[src/rtl/led_breath_ctrl.sv]
// led_breath_ctrl
//   Single-LED mode controller and PWM generator. Commands arrive over a
//   valid/ready handshake and are applied only at PWM-period boundaries, so
//   the LED waveform never glitches. Modes: OFF, ON, BLINK, BREATH.
//
//   Optional feature macro: LED_BREATH_GAMMA_EN
//     defined   -> duty_eff = (duty*duty) >> PWM_BITS (perceptual fade),
//                  product registered at period_end
//     undefined -> duty_eff = duty, no multiplier
//
//   Ports
//     sys_clk     in   system clock
//     sys_rst_n   in   asynchronous active-low reset
//     cmd_valid   in   command request
//     cmd_ready   out  controller can accept a command
//     cmd_mode    in   0=OFF 1=ON 2=BLINK 3=BREATH
//     cmd_step    in   per-period duty increment in BREATH (0 acts as 1)
//     led         out  registered PWM output
//     state       out  current FSM state
//     cycle_done  out  1-cycle pulse at end of each full breath/blink cycle
module led_breath_ctrl #(
    parameter int CLK_DIV      = 50,
    parameter int PWM_BITS     = 8,
    parameter int HOLD_PERIODS = 64
) (
    input  logic                sys_clk,
    input  logic                sys_rst_n,
    input  logic                cmd_valid,
    output logic                cmd_ready,
    input  logic [1:0]          cmd_mode,
    input  logic [PWM_BITS-1:0] cmd_step,
    output logic                led,
    output logic [2:0]          state,
    output logic                cycle_done
);

    localparam int DIV_W    = (CLK_DIV > 1) ? $clog2(CLK_DIV) : 1;
    localparam int HOLD_EFF = (HOLD_PERIODS < 1) ? 1 : HOLD_PERIODS;
    localparam int HOLD_W   = $clog2(HOLD_EFF + 1);

    localparam logic [DIV_W-1:0]    DIV_LAST  = DIV_W'(CLK_DIV - 1);
    localparam logic [HOLD_W-1:0]   HOLD_LAST = HOLD_W'(HOLD_EFF - 1);
    localparam logic [PWM_BITS-1:0] DMAX      = '1;

    localparam logic [2:0] S_OFF       = 3'd0;
    localparam logic [2:0] S_ON        = 3'd1;
    localparam logic [2:0] S_BLINK_HI  = 3'd2;
    localparam logic [2:0] S_BLINK_LO  = 3'd3;
    localparam logic [2:0] S_RAMP_UP   = 3'd4;
    localparam logic [2:0] S_HOLD_HI   = 3'd5;
    localparam logic [2:0] S_RAMP_DOWN = 3'd6;
    localparam logic [2:0] S_HOLD_LO   = 3'd7;

    localparam logic [1:0] M_OFF   = 2'd0;
    localparam logic [1:0] M_ON    = 2'd1;
    localparam logic [1:0] M_BLINK = 2'd2;

    logic [DIV_W-1:0]    div_cnt;
    logic [PWM_BITS-1:0] pwm_cnt;
    logic [PWM_BITS-1:0] duty, step;
    logic [HOLD_W-1:0]   hold_cnt;
    logic                pend_vld;
    logic [1:0]          pend_mode;
    logic [PWM_BITS-1:0] pend_step;

    logic tick, period_end, hold_last;
    logic [PWM_BITS:0]   sum;
    logic [PWM_BITS-1:0] duty_eff;

    logic [2:0]          state_nxt;
    logic [PWM_BITS-1:0] duty_nxt, step_nxt;
    logic [HOLD_W-1:0]   hold_nxt;
    logic                done_nxt;

    assign tick       = (div_cnt == DIV_LAST);
    assign period_end = tick && (pwm_cnt == DMAX);
    assign hold_last  = (hold_cnt == HOLD_LAST);
    // One extra bit so the ramp-up sum can be saturated instead of wrapping.
    assign sum        = {1'b0, duty} + {1'b0, step};

    // Next-state values; only committed on period_end. A pending command
    // overrides the normal sequence (aborts cleanly, no cycle_done).
    always_comb begin
        state_nxt = state;
        duty_nxt  = duty;
        step_nxt  = step;
        hold_nxt  = hold_cnt;
        done_nxt  = 1'b0;
        if (pend_vld) begin
            hold_nxt = '0;
            case (pend_mode)
                M_OFF:   begin duty_nxt = '0;   state_nxt = S_OFF;      end
                M_ON:    begin duty_nxt = DMAX; state_nxt = S_ON;       end
                M_BLINK: begin duty_nxt = DMAX; state_nxt = S_BLINK_HI; end
                default: begin
                    // duty kept as-is for a smooth handover into the ramp
                    step_nxt  = (pend_step == '0) ? PWM_BITS'(1) : pend_step;
                    state_nxt = S_RAMP_UP;
                end
            endcase
        end else begin
            case (state)
                S_RAMP_UP: begin
                    if (sum >= {1'b0, DMAX}) begin
                        duty_nxt  = DMAX;
                        state_nxt = S_HOLD_HI;
                        hold_nxt  = '0;
                    end else begin
                        duty_nxt = sum[PWM_BITS-1:0];
                    end
                end
                S_HOLD_HI: begin
                    if (hold_last) begin
                        state_nxt = S_RAMP_DOWN;
                        hold_nxt  = '0;
                    end else begin
                        hold_nxt = hold_cnt + 1'b1;
                    end
                end
                S_RAMP_DOWN: begin
                    if (duty <= step) begin
                        duty_nxt  = '0;
                        state_nxt = S_HOLD_LO;
                        hold_nxt  = '0;
                    end else begin
                        duty_nxt = duty - step;
                    end
                end
                S_HOLD_LO: begin
                    if (hold_last) begin
                        state_nxt = S_RAMP_UP;
                        hold_nxt  = '0;
                        done_nxt  = 1'b1;
                    end else begin
                        hold_nxt = hold_cnt + 1'b1;
                    end
                end
                S_BLINK_HI: begin
                    if (hold_last) begin
                        duty_nxt  = '0;
                        state_nxt = S_BLINK_LO;
                        hold_nxt  = '0;
                    end else begin
                        hold_nxt = hold_cnt + 1'b1;
                    end
                end
                S_BLINK_LO: begin
                    if (hold_last) begin
                        duty_nxt  = DMAX;
                        state_nxt = S_BLINK_HI;
                        hold_nxt  = '0;
                        done_nxt  = 1'b1;
                    end else begin
                        hold_nxt = hold_cnt + 1'b1;
                    end
                end
                default: ;
            endcase
        end
    end

    always_ff @(posedge sys_clk or negedge sys_rst_n) begin
        if (!sys_rst_n) begin
            div_cnt    <= '0;
            pwm_cnt    <= '0;
            duty       <= '0;
            step       <= '0;
            hold_cnt   <= '0;
            pend_vld   <= 1'b0;
            pend_mode  <= '0;
            pend_step  <= '0;
            cmd_ready  <= 1'b1;
            state      <= S_OFF;
            cycle_done <= 1'b0;
            led        <= 1'b0;
        end else begin
            div_cnt    <= tick ? '0 : div_cnt + 1'b1;
            if (tick) pwm_cnt <= pwm_cnt + 1'b1;
            cycle_done <= 1'b0;
            led        <= (duty == DMAX) || (pwm_cnt < duty_eff);

            // cmd_ready mirrors !pend_vld, so accept and apply never collide;
            // pend_vld rises after the accept edge, giving "strictly after".
            if (cmd_valid && cmd_ready) begin
                pend_vld  <= 1'b1;
                pend_mode <= cmd_mode;
                pend_step <= cmd_step;
                cmd_ready <= 1'b0;
            end

            if (period_end) begin
                state      <= state_nxt;
                duty       <= duty_nxt;
                step       <= step_nxt;
                hold_cnt   <= hold_nxt;
                cycle_done <= done_nxt;
                if (pend_vld) begin
                    pend_vld  <= 1'b0;
                    cmd_ready <= 1'b1;
                end
            end
        end
    end

`ifdef LED_BREATH_GAMMA_EN
    // Square the upcoming duty so the product lines up with the new period.
    logic [2*PWM_BITS-1:0] duty_sq;

    always_ff @(posedge sys_clk or negedge sys_rst_n) begin
        if (!sys_rst_n)
            duty_sq <= '0;
        else if (period_end)
            duty_sq <= {{PWM_BITS{1'b0}}, duty_nxt} * {{PWM_BITS{1'b0}}, duty_nxt};
    end

    assign duty_eff = duty_sq[2*PWM_BITS-1:PWM_BITS];
`else
    assign duty_eff = duty;
`endif

endmodule

[config.mk]
export PLATFORM = sky130hd
export DESIGN_NAME = led_breath_ctrl
export DESIGN_NICKNAME = d
export VERILOG_FILES = /design/src/rtl/led_breath_ctrl.sv
export SDC_FILE = /design/constraint.sdc
export NUM_CORES = 1
export LEC_CHECK = 0
export CAP_MARGIN = 10
export CORE_MARGIN = 10
export CORE_UTILIZATION = 58
export CTS_CLUSTER_SIZE = 24
export DETAILED_ROUTE_END_ITERATION = 10
export DONT_BUFFER_PORTS = 1
export GPL_ROUTABILITY_DRIVEN = 0
export PLACE_DENSITY = 0.87
export SLEW_MARGIN = 40
export SYNTH_ARGS = -nofsm -noshare
export SYNTH_HDL_FRONTEND = slang
export SYNTH_SLANG_ARGS = --single-unit
[constraint.sdc]
create_clock -name sys_clk -period 2.65 [get_ports sys_clk]
set_input_delay 0.53 -clock sys_clk [delete_from_list [all_inputs] [get_ports sys_clk]]
set_output_delay 0.53 -clock sys_clk [all_outputs]
set_load 0.02 [all_outputs]
Yosys cells after proc, flatten, opt, wreduce, memory -nomap -nowiden --
Cells that the tools add are included.
Storage, ports and cells: output and inout port bits 6, flip-flop bits (word level) 54
Operators by class: reduce and logical (&&, ||, !) cells 16, equality and inequality tests 19, muxes and demuxes 33, bitwise logic cells 1, add/subtract/negate cells 5, magnitude comparators 3
Operators with widths (number):
- two-way mux 8 bit | 6
- one-hot mux 8 bit (4 select lines) | 1
- two-way mux 7 bit | 4
- two-way mux 3 bit | 7
- one-hot mux 7 bit (3 select lines) | 1
- != test 3 bit (second input constant) | 6
- one-hot mux 3 bit (6 select lines) | 1
- == test 8 bit (second input constant) | 2
- one-hot mux 8 bit (2 select lines) | 1
- == test 3 bit (second input constant) | 4
- two-way mux 1 bit | 10
- adder 8 x 8 -> 9 bit | 1
- >= comparator 9 x 8 -> 1 bit (second input constant) | 1
- one-hot mux 3 bit (3 select lines) | 1
- adder 8 x 1 -> 8 bit (second input constant) | 1
- less-or-equal comparator 8 bit | 1
- zero test 8 bit | 1
- < comparator 8 bit | 1
- AND reduction 8 bit | 1
- subtractor 8 bit | 1
- adder 7 x 1 -> 7 bit (second input constant) | 1
- == test 7 x 6 -> 1 bit (second input constant) | 1
- nonzero test 7 bit | 1
- adder 6 x 1 -> 6 bit (second input constant) | 1
- 18 further kinds | 21

Logic depth before layout (Yosys ltp) --
depth in word-level cells 5, depth in mapped cells 11

Worst setup path after synthesis --
No wires, ideal clock.
path type register to register, start register duty[0], end register state[0], required time 2530 ps, clock period less this slack 2470 ps, cell stages (with the launch flop) 9, library setup time 120 ps, path slack 180 ps, data arrival time 2351 ps, cell sequence dfrtp_1 > ha_1 > fa_1 > nand2b_1 > a211oi_1 > or4b_2 > nand3_1 > o311ai_4 > a31o_1
Between the ends: longest elaborated chain between the ends 4
Ends and longest elaborated chain:
- start: declaration | RTL line 60 | logic [PWM_BITS-1:0] duty, step;
- start signal: assignment | RTL line 193 | duty <= duty_nxt;
- adder 8 x 8 -> 9 bit | RTL line 79 | assign sum = {1'b0, duty} + {1'b0, step};
- >= comparator 9 x 8 -> 1 bit | RTL line 104 | if (sum >= {1'b0, DMAX}) begin
- != test 3 bit (no line)
- AND reduction 8 bit (no line) *
- end signal: assignment | RTL line 192 | state <= state_nxt;
- end: declaration | RTL line 33 | output logic [2:0] state,
Mark *: on every way between the ends. The rest lies on a longest branch, timed or not. A chain may end at the register's enable or synchronous reset.

Final worst setup path --
Same ends and word-level chain as after synthesis.

==> metrics.cfg <==
[power]
finalPower_w=0.00138
clock_power_share_pct=33.7
p_leak_nw=1.84
seqPwrFrac_pct=62.0
peakVddDrop_mv=0.283
internal-power_w=0.00106
p_per_area_nw_per_um2=333
swShare_pct=23.7
combinationalPowerShare_pct=4.4
power_switching_w=0.000327

[sta]
setup_slack_ps=47.5
fin_crit_ps=2600
fin_crit_sh_pct=98.2
setup_viol=0
slew_viol_final=0
worst_slew_pin_slew_ps=654
rsz0062_at_grt=true
slew_headroom_pct=56.3
finClkSkew_ps=11.0
max_freq_mhz=384
hold_viol=0

[clock_network]
htree_levels=2
cts.sinks=54
cts_made_buffers=5
path_clk_slew_ps=100
clockBufferDepth=2
cts_tree=yes
clock_latency_ps=320
clock-root-buffer=clkbuf_8

[placed_design]
pre_cts_ws_ps=-45.5
dpl.hpwl_mm=6.67
port_buffers=0
placed_area_um2=3940

[critical_path]
ff2ff_path_depth=7
cp_max_fo=7
worstPathArrival_ps=2860
worstSetupPathType=reg2reg
worstSetupStartpointType=flip-flop
cp-end-kind=flip-flop
required_ps=2910

[global_route]
antenna_found_initial=0
grt_max_degree=54
grt_pass1_vias=3058
grtUsageTotal_pct=18.1
grt_overflow_total=0
grt_pass1_wl_mm=14.9

[synthesis]
ys_seq_elements=54
ys.flop_type=dfrtp_1
synth.distinct_cells=66
yosysWarnings=0
syn_avg_cell_area_um2=9.60
async_reset_ff_share_pct=100
yosysSeqAreaShare_pct=36.5
synthCells=386
synthesis.nets=433
synth-edff-count=0
synth_area_um2=3710

[floorplan]
io_pins=19
dieArea_um2=9990
core-area_um2=6280
start_util_pct=59.0
die_y_um=99.9
rows=29
fp.dieW_um=99.9

[drt]
drtPass1Iterations=6
vias=3127
drc_errors=0
drt-total-wl_mm=9.04
drtIter0Drc=276
ant_nets=0
vias_per_cell=6.39
wl_per_cell_um=18.5

[finish]
n_antenna_cell=0
stdcell_area_um2=4150
final_nets=458
syn_to_final_growth_pct=12.1
drive_above_1_share_pct=21.6
final_util_pct=66.2

[outcome]
status=completed

[min_path]
hold_class=in2async

[flow_run]
max_cap_viol_count=0

## cell families (layout without fill, tap and decap cells)
logic type | after synthesis | after routing | share of synthesized area [%]
DFF | 54 | 54 | 36.5
muxes | 20 | 20 | 6.04
adders and majority gates | 34 | 34 | 11.9
and+or+nand+nor | 122 | 122 | 18.7
xor gates and xnor gates | 16 | 16 | 3.78
buffers and inverters | 40 | 66 | 4.39
AOI/OAI and AO/OA | 100 | 100 | 18.7
## per-layer routing
metal / part of all wire [%] / GRT usage, % / up-vias
met5: 0 / 0 / -
met2: 47 / 29.0 / 145
met4: 3.1 / 6.95 / 0
met1: 43 / 23.0 / 1487
li1: - / - / 1463
met3: 7.5 / 4.40 / 32
## metrics by stage
stage,TNS [ps],hold slack [ps],cells
3_5_place_dp,-69.6,238,477
5_1_grt,-109,27.7,489
4_1_cts,0,43.0,486
3_3_place_gp,0,238,477
2_1_floorplan,0,234,386
6_report,0,43.5,489
## synthesized netlist by cell type (3+ instances only)
| cell type | instances | area share, % |
|---|---|---|
| buf_2 | 4 | 0.54 |
| xnor2_1 | 10 | 2.4 |
| nand3_1 | 13 | 1.8 |
| o22ai_1 | 3 | 0.51 |
| nor2b_1 | 5 | 0.84 |
| nor2_1 | 25 | 2.5 |
| o31a_1 | 3 | 0.71 |
| nand2b_1 | 4 | 0.68 |
| o311ai_0 | 3 | 0.71 |
| dfrtp_1 | 53 | 36 |
| o21ai_0 | 25 | 3.4 |
| clkbuf_1 | 7 | 0.71 |
| inv_1 | 28 | 2.8 |
| xor2_1 | 6 | 1.4 |
| nor3_1 | 10 | 1.4 |
| nor3b_1 | 3 | 0.61 |
| a221oi_1 | 4 | 0.95 |
| nand2_1 | 23 | 2.3 |
| ha_1 | 32 | 11 |
| a21oi_1 | 20 | 2.7 |
| nand4_1 | 6 | 1.0 |
| mux2_2 | 19 | 5.8 |
| a21o_1 | 4 | 0.81 |
| a211oi_1 | 4 | 0.81 |
| and3_1 | 3 | 0.51 |
| a31oi_1 | 6 | 1.0 |
| or3_1 | 6 | 1.0 |
| o21a_1 | 4 | 0.81 |
| nor4_1 | 4 | 0.68 |
## registers in the layout (all words and copies together) (netlist names)
name        flops
pend_vld        1
cycle_done      1
step            8
pend_mode       2
duty            8
hold_cnt        7
pend_step       8
cmd_ready       1
state           3
led             1
div_cnt         6
pwm_cnt         8
## cell usage in the layout, fill, tap and decap left out, drive strengths merged, types with 7 or more instances in the layout
cell / n
nor2: 25
dfrtp: 53
clkbuf: 7
a21oi: 20
mux2: 19
ha: 32
inv: 28
nand2: 23
buf: 30
xnor2: 10
o21ai: 25
nand3: 13
nor3: 11
nand4: 7
## layout make-up
type | instances | area, um2
clock buffers | 7 | 76.3
clock inverters | 1 | 7.51
fillers | 475 | 2120
inverters | 28 | 105
multi-input cells | 292 | 2270
flip-flops and latches | 54 | 1350
well taps | 77 | 96.3
repair buffers | 30 | 245
## worst paths after layout
path | from | end | slack [ps]
worst min register to register | div_cnt[5]$_DFF_PN0_ | div_cnt[5]$_DFF_PN0_ | 500
min in group sys_clk | cmd_valid | cmd_ready$_DFF_PN1_ | 270
worst min-delay path | sys_rst_n | led$_DFF_PN0_ | 40
worst max-delay path | duty[0]$_DFFE_PN0P_ | state[0]$_DFFE_PN0P_ | 50
worst max register to register | duty[0]$_DFFE_PN0P_ | state[0]$_DFFE_PN0P_ | 50
max in group asynchronous | sys_rst_n | step[1]$_DFFE_PN0P_ | 2350
## power groups by stage
stage / combinational (W) / clock [W] / sequential [W]
after global placement: 0.0000396 / 0 / 0.000872
after detailed placement: 0.0000408 / 0 / 0.000874
after floorplan: 0.0000332 / 0 / 0.000868
after global routing: 0.0000679 / 0.000503 / 0.000861
after CTS: 0.0000620 / 0.000471 / 0.000857
final: 0.0000605 / 0.000466 / 0.000857
## critical path: stages (launching register included)
cell	delay, ps
dfrtp_1	430
ha_2	220
fa_2	410
xnor2_2	210
nand3b_1	140
a2111o_1	460
o311ai_4	450
a31o_1	210
## what timing repair did
| item | CTS | global route |
|---|---|---|
| gates resized for setup | 2 | 19 |
| gates cloned | 0 | 0 |
| pin swaps | 0 | 7 |
| setup endpoints to repair | 5 | 14 |
| endpoints found under the hold margin | 53 | 0 |
| setup buffers | 0 | 4 |
| hold buffers | 1 | 0 |
Note: power is estimated with default switching activity, not from simulation.
